==> src/rtl/fetch_pkg.sv <==
// Shared types and constants for the instruction-fetch front end.
// Word width, state encoding and default encodings for NOP / HALT / reset PC.
package fetch_pkg;

    localparam int WORD_W = 16;
    localparam int OP_W   = 5;

    localparam logic [WORD_W-1:0] RESET_PC_DEF  = 16'h0000;
    localparam logic [WORD_W-1:0] NOP_INSTR_DEF = 16'h0800;
    localparam logic [OP_W-1:0]   HALT_OP_DEF   = 5'b00000;

    typedef enum logic [1:0] {
        ST_RUN    = 2'd0,
        ST_MISS   = 2'd1,
        ST_DRAIN  = 2'd2,
        ST_HALTED = 2'd3
    } fetch_state_t;

    function automatic logic [OP_W-1:0] opcode(input logic [WORD_W-1:0] word);
        return word[WORD_W-1 -: OP_W];
    endfunction

endpackage

==> src/rtl/fetch_hold_buf.sv <==
// One-entry skid buffer holding {pc_plus2, instr} while decode stalls.
// Registered: loaded word is visible the cycle after i_load; i_clear wins over i_load.
module fetch_hold_buf
    import fetch_pkg::*;
(
    input  logic              clk,
    input  logic              rst,
    input  logic              i_load,
    input  logic              i_clear,
    input  logic [WORD_W-1:0] i_pc_plus2,
    input  logic [WORD_W-1:0] i_instr,
    output logic              o_vld,
    output logic [WORD_W-1:0] o_pc_plus2,
    output logic [WORD_W-1:0] o_instr
);

    logic              r_vld;
    logic [WORD_W-1:0] r_pc_plus2;
    logic [WORD_W-1:0] r_instr;

    always_ff @(posedge clk or negedge rst) begin
        if (!rst) begin
            r_vld      <= 1'b0;
            r_pc_plus2 <= '0;
            r_instr    <= '0;
        end else begin
            if (i_clear) begin
                r_vld <= 1'b0;
            end else if (i_load) begin
                r_vld      <= 1'b1;
                r_pc_plus2 <= i_pc_plus2;
                r_instr    <= i_instr;
            end
        end
    end

    assign o_vld      = r_vld;
    assign o_pc_plus2 = r_pc_plus2;
    assign o_instr    = r_instr;

endmodule

==> src/rtl/fetch_unit.sv <==
// Fetch front end: owns the PC, drives the I-cache handshake and builds every IF/ID input
// combinationally (0 cycles); decode stall is absorbed by a one-word hold buffer. FETCH_PERF_CNT_EN adds perf counters.
module fetch_unit
    import fetch_pkg::*;
#(
    parameter logic [WORD_W-1:0] RESET_PC  = RESET_PC_DEF,
    parameter logic [WORD_W-1:0] NOP_INSTR = NOP_INSTR_DEF,
    parameter logic [OP_W-1:0]   HALT_OP   = HALT_OP_DEF
) (
    input  logic              clk,
    input  logic              rst,
    input  logic              stall_in,
    input  logic              redirect_valid,
    input  logic [WORD_W-1:0] redirect_pc,
    output logic              ic_req,
    output logic [WORD_W-1:0] ic_addr,
    input  logic [WORD_W-1:0] ic_rdata,
    input  logic              ic_done,
    input  logic              ic_stall,
    output logic              ifid_we,
    output logic [WORD_W-1:0] ifid_pc,
    output logic [WORD_W-1:0] ifid_instr,
    output logic              ifid_flush,
    output logic              ifid_istall
`ifdef FETCH_PERF_CNT_EN
    ,
    output logic [15:0]       perf_fetch_cnt,
    output logic [15:0]       perf_miss_cyc
`endif
);

    fetch_state_t      r_state, w_state_nxt;
    logic [WORD_W-1:0] r_pc, w_pc_nxt;
    logic [WORD_W-1:0] r_tgt, w_tgt_nxt;
    logic [WORD_W-1:0] w_pc_plus2;
    logic              w_accept;
    logic              w_buf_load, w_buf_clear;
    logic              w_buf_vld;
    logic [WORD_W-1:0] w_buf_pc_plus2, w_buf_instr;
    logic              w_in_miss;

    assign w_pc_plus2 = r_pc + WORD_W'(2);
    assign w_in_miss  = (r_state == ST_MISS) || (r_state == ST_DRAIN);
    assign ic_addr    = r_pc;

    fetch_hold_buf u_hold_buf (
        .clk        (clk),
        .rst        (rst),
        .i_load     (w_buf_load),
        .i_clear    (w_buf_clear),
        .i_pc_plus2 (w_pc_plus2),
        .i_instr    (ic_rdata),
        .o_vld      (w_buf_vld),
        .o_pc_plus2 (w_buf_pc_plus2),
        .o_instr    (w_buf_instr)
    );

    always_ff @(posedge clk or negedge rst) begin
        if (!rst) begin
            r_state <= ST_RUN;
            r_pc    <= RESET_PC;
            r_tgt   <= RESET_PC;
        end else begin
            r_state <= w_state_nxt;
            r_pc    <= w_pc_nxt;
            r_tgt   <= w_tgt_nxt;
        end
    end

    always_comb begin
        w_state_nxt = r_state;
        w_pc_nxt    = r_pc;
        w_tgt_nxt   = r_tgt;
        w_accept    = 1'b0;
        w_buf_load  = 1'b0;
        w_buf_clear = 1'b0;
        ic_req      = 1'b0;
        ifid_we     = 1'b0;
        ifid_pc     = '0;
        ifid_instr  = NOP_INSTR;
        ifid_flush  = 1'b0;
        ifid_istall = 1'b0;

        if (redirect_valid) begin
            ifid_we     = 1'b1;
            ifid_flush  = 1'b1;
            w_buf_clear = 1'b1;
            // An access still in flight must complete before the new target may be fetched.
            ic_req      = w_in_miss;
            if (w_in_miss && !ic_done) begin
                w_tgt_nxt   = redirect_pc;
                w_state_nxt = ST_DRAIN;
            end else begin
                w_pc_nxt    = redirect_pc;
                w_state_nxt = ST_RUN;
            end
        end else begin
            case (r_state)
                ST_RUN: begin
                    if (w_buf_vld) begin
                        if (!stall_in) begin
                            ifid_we     = 1'b1;
                            ifid_pc     = w_buf_pc_plus2;
                            ifid_instr  = w_buf_instr;
                            w_buf_clear = 1'b1;
                            if (opcode(w_buf_instr) == HALT_OP) begin
                                w_state_nxt = ST_HALTED;
                            end
                        end
                    end else begin
                        ic_req = 1'b1;
                        if (ic_done) begin
                            w_accept = 1'b1;
                        end else if (ic_stall) begin
                            w_state_nxt = ST_MISS;
                            if (!stall_in) begin
                                ifid_we     = 1'b1;
                                ifid_istall = 1'b1;
                            end
                        end
                    end
                end
                ST_MISS: begin
                    ic_req = 1'b1;
                    if (ic_done) begin
                        w_accept = 1'b1;
                    end else if (!stall_in) begin
                        ifid_we     = 1'b1;
                        ifid_istall = 1'b1;
                    end
                end
                ST_DRAIN: begin
                    ic_req = 1'b1;
                    if (!stall_in) begin
                        ifid_we     = 1'b1;
                        ifid_istall = 1'b1;
                    end
                    if (ic_done) begin
                        w_pc_nxt    = r_tgt;
                        w_state_nxt = ST_RUN;
                    end
                end
                ST_HALTED: begin
                end
                default: begin
                    w_state_nxt = ST_RUN;
                end
            endcase
        end

        // A HALT word never advances the PC, whether delivered now or parked in the buffer.
        if (w_accept) begin
            w_state_nxt = ST_RUN;
            if (stall_in) begin
                w_buf_load = 1'b1;
                if (opcode(ic_rdata) != HALT_OP) begin
                    w_pc_nxt = w_pc_plus2;
                end
            end else begin
                ifid_we    = 1'b1;
                ifid_pc    = w_pc_plus2;
                ifid_instr = ic_rdata;
                if (opcode(ic_rdata) == HALT_OP) begin
                    w_state_nxt = ST_HALTED;
                end else begin
                    w_pc_nxt = w_pc_plus2;
                end
            end
        end

        if (!rst) begin
            ic_req      = 1'b0;
            ifid_we     = 1'b0;
            ifid_pc     = '0;
            ifid_instr  = NOP_INSTR;
            ifid_flush  = 1'b0;
            ifid_istall = 1'b0;
            w_buf_load  = 1'b0;
            w_buf_clear = 1'b0;
        end
    end

`ifdef FETCH_PERF_CNT_EN
    logic [15:0] r_fetch_cnt;
    logic [15:0] r_miss_cyc;

    always_ff @(posedge clk or negedge rst) begin
        if (!rst) begin
            r_fetch_cnt <= '0;
            r_miss_cyc  <= '0;
        end else begin
            if (ifid_we && !ifid_flush && !ifid_istall && (r_fetch_cnt != 16'hFFFF)) begin
                r_fetch_cnt <= r_fetch_cnt + 16'd1;
            end
            if (w_in_miss && (r_miss_cyc != 16'hFFFF)) begin
                r_miss_cyc <= r_miss_cyc + 16'd1;
            end
        end
    end

    assign perf_fetch_cnt = r_fetch_cnt;
    assign perf_miss_cyc  = r_miss_cyc;
`endif

endmodule

==> config.mk <==
export PLATFORM = sky130hd
export DESIGN_NAME = fetch_unit
export DESIGN_NICKNAME = d
export VERILOG_FILES = /design/src/rtl/fetch_pkg.sv /design/src/rtl/fetch_hold_buf.sv /design/src/rtl/fetch_unit.sv
export SDC_FILE = /design/constraint.sdc
export NUM_CORES = 1
export LEC_CHECK = 0
export ABC_CLOCK_PERIOD_IN_PS = 2750
export CAP_MARGIN = 20
export CORE_UTILIZATION = 50
export DETAILED_ROUTE_END_ITERATION = 8
export PLACE_DENSITY = 0.75
export SYNTH_ARGS = -nofsm -noshare
export SYNTH_HDL_FRONTEND = slang
export SYNTH_SLANG_ARGS = --single-unit
==> constraint.sdc <==
create_clock -name clk -period 2.75 [get_ports clk]
set_input_delay 0.55 -clock clk [delete_from_list [all_inputs] [get_ports clk]]
set_output_delay 0.55 -clock clk [all_outputs]
set_load 0.01 [all_outputs]
==> results.tsv <==
stage	metric	value	unit
critical_path	cell mode on critical path	buf_4	
timing	final setup fails	0	
global_routing	first-pass GRT wire length	19800	um
synthesis	synthesized area per cell	9.37	sq um
critical_path	CP Cell Sequence	buf_4, ha_1, and2_4, buf_4, nor2_4, o21ai_1, a31o_2, dlygate4sd2_1	
floorplan	Starting Density	0.521	
route	WL/cell	18.5	um
synthesis	Yosys reg bits	67	
route	number of remaining DRC errors	0	
clock_network	Root Buffer	clkbuf_8	
floorplan	Die Width	92.2	um
timing	max-slew violations	0	
final_layout	fin nets	604	
synthesis	Top FF cell, synth	dfrtp_1	
pwr	Sw Share	0.390	
pwr	Max IR drop VDD	0.416	mV
route	DRT antenna net count	0	
critical_path	largest stage delay on the critical path	0.39	ns
critical_path	Worst Path Required	2.20	ns
timing	min Tclk post-route	2.66	ns
synthesis	Post-Syn Nets	478	
synthesis	asr flop ratio synth	1.00	
final_layout	share of layout cells above drive strength 1	0.330	
timing	hold slack	0.236	ns
final_layout	fillcell total	615	
placed_design	count of buffers from port buffering	89	
timing	Sum Neg Setup Slack	0	ns
clock_network	CTS tree	done	
pwr	net load switching power	2.12	mW
global_routing	remaining global-route overflow	0	
synthesis	Synth Cell Area	4070	sq um
timing	worst relative slew slack	0.449	
clock_network	Clock Latency Late Sink	0.33	ns
synthesis	area leader, netlist	dfrtp_1	
pwr	combinational share of power	0.523	
clock_network	Reg clk slew, reported paths	0.07	ns
synthesis	Mapped Cells	434	
floorplan	Die ar.	8500	sq um
synthesis	Post-synth EDFFs	0	
route	first-iteration detailed-routing DRC count	257	
route	via count	3885	
critical_path	critical path class	flop to primary output	
pwr	P_int	3.31	mW
clock_network	CTS Sinks	67	
placed_design	Post-DP HPWL	8680	um
pwr	Pwr Density	971	nW/um^2
floorplan	Die H	92.2	um
global_routing	initial antenna violation count	0	
timing	fin crit share	0.968	
global_routing	largest net degree at the start of global routing	65	
final_layout	n_diodes	0	
clock_network	number of buffers inserted by hold repair at cts	0	
critical_path	critical path startpoint category	flop	
critical_path	crit path capture type	primary output	
critical_path	crit path DAT	2.11	ns
min_path	Worst Hold Class	input pin to async pin	
critical_path	Slowest-stage cell, CP	dfrtp_1	
floorplan	Core Region	7810	sq um
route	vias per cell	5.83	
pwr	Clock power frac	0.140	
clock_network	CTS buffer count	9	
synthesis	sequential area share after synthesis	0.412	
timing	Max Clock Freq	376	MHz
final_layout	Area Overhead vs Synth	37.3	%
run	max-cap viol count	0	
run_status	status	complete, no violations	
floorplan	IO Count	90	
clock_network	H-tree depth	3	
synthesis	post-synth top area share	0.412	
synthesis	Area contributors post-synth	dfrtp_1 (41%), mux2_2 (12%), nand2_1 (6.6%)	
floorplan	std cell rows	32	
synthesis	synth warn	0	
critical_path	Critical Path Fanout Max	4	
pwr	Leakage	2.63	nW
timing	Fin. Hold Viols	0	
pwr	sequential share of power	0.336	
route	router iterations before antenna repair	5	
route	aggregate routed wire length	12300	um
global_routing	vias in the first global route	3872	
synthesis	Synth cell types	54	
timing	Clock Skew	0.0111	ns
clock_network	Max clock buf depth	2	
global_routing	GRT Total Usage	0.300	
placed_design	global placer's final weighted congestion	0.905	
timing	Worst Tran Pin Value	0.827	ns
per-stage QoR:
stage / utilization / power [mW] / instances / setup WS (ns) / area (sq um)
6_report: 0.715 / 5.42 / 666 / 0.0871 / 5580
5_1_grt: 0.715 / 5.75 / 666 / -0.0293 / 5580
4_1_cts: 0.718 / 5.29 / 663 / -0.0306 / 5610
3_5_place_dp: 0.686 / 4.54 / 647 / -0.418 / 5360
3_3_place_gp: 0.686 / 4.43 / 647 / -0.377 / 5360
2_1_floorplan: - / 3.31 / 434 / 0.311 / 4070
worst max-delay path: cells and delay by family, from the launching register on:
kind	cells	cell delay (ns)
adder cells (fa/ha/maj)	1	0.22
AO/OA/AOI/OAI	2	0.33
flip-flops	1	0.39
AND/OR/NAND/NOR	2	0.26
buffers and inverters	3	0.57
registers in the layout, indices dropped and copies added, names as in the netlist:
name,cells
r_state,2
ic_addr,16
u_hold_buf.o_pc_plus2,16
u_hold_buf.o_instr,16
u_hold_buf.o_vld,1
r_tgt,16
synthesized netlist by cell type (all sizes together), types with 6 or more instances:
cell type  instances
nand2             72
dfrtp             67
mux2              44
nor2              25
a21oi             20
clkbuf            20
a211oi            17
buf               16
and3              15
o21ai             14
a31o              12
inv               12
mux2i             11
a31oi              9
xnor2              8
a22oi              6
ha                 6
nand3              6
nand4              6
cell families (layout without fill, tap and decap cells):
group           Yosys count  after routing  share of synthesized area
simple gates            147            147                      0.169
buf+inv                  48            178                     0.0548
compound gates           98             98                      0.167
xor+xnor                 13             13                     0.0280
fa+ha+maj                 6              6                     0.0185
flops                    67             67                      0.412
mux                      55             55                      0.150
layout by cell type (no fill, tap or decap), types with 8 or more instances in the layout:
cell type,instances
a211oi_1,17
clkbuf_2,9
xnor2_1,8
mux2i_1,11
nand2_1,71
dfrtp_1,67
mux2_2,43
buf_6,8
buf_2,23
clkdlybuf4s50_1,51
inv_1,10
clkbuf_8,12
and3_1,15
a31o_2,11
o21ai_0,11
a21oi_1,16
nor2_1,22
a31oi_1,9
buf_4,51
final timing paths:
kind,slack [ns],from,to,cells after the start
worst max-delay path,0.09,r_state[0],ifid_we,8
worst min-delay path,0.24,rst,ic_addr[0],2
worst max register to register,0.38,r_state[0],ic_addr[5],9
worst min register to register,0.49,u_hold_buf.o_pc_plus2[4],u_hold_buf.o_pc_plus2[4],2
max in group asynchronous,1.70,rst,ic_addr[9],2
min in group clk,0.49,u_hold_buf.o_pc_plus2[4],u_hold_buf.o_pc_plus2[4],2
area by class of cell:
| type | instances | area, sq um | area share |
|---|---|---|---|
| Multi-Input combinational cell | 319 | 2280 | 0.408 |
| Sequential cell | 67 | 1680 | 0.300 |
| Timing Repair Buffer | 151 | 1280 | 0.229 |
| Clock buffer | 13 | 169 | 0.0302 |
| Tap cell | 102 | 128 | 0.0229 |
| Inverter | 12 | 45.0 | 0.00807 |
| Clock inverter | 2 | 10.0 | 0.00179 |
power by group through the flow:
stage | Clock (mW) | Sequential [mW] | Combinational, mW
2_1_floorplan | 0 | 1.80 | 1.51
3_3_place_gp | 0 | 1.79 | 2.64
3_5_place_dp | 0 | 1.82 | 2.72
4_1_cts | 0.760 | 1.80 | 2.73
5_1_grt | 0.810 | 1.89 | 3.06
6_report | 0.761 | 1.82 | 2.84
layer usage:
layer / up-vias / wire (um) / GRT usage
li1: 1813 / - / -
met1: 1886 / 5540 / 0.421
met2: 170 / 5690 / 0.463
met3: 16 / 926 / 0.0638
met4: 0 / 180 / 0.0898
met5: - / 0 / 0
repair_timing:
action / 4_1_cts / 5_1_grt
pin swaps: 3 / 2
buffers inserted: 0 / 2
resized for setup: 100 / 66
endpoints found under the setup margin: 35 / 34
cloned: 1 / 1
No activity file was read; power rests on OpenSTA's default activity.
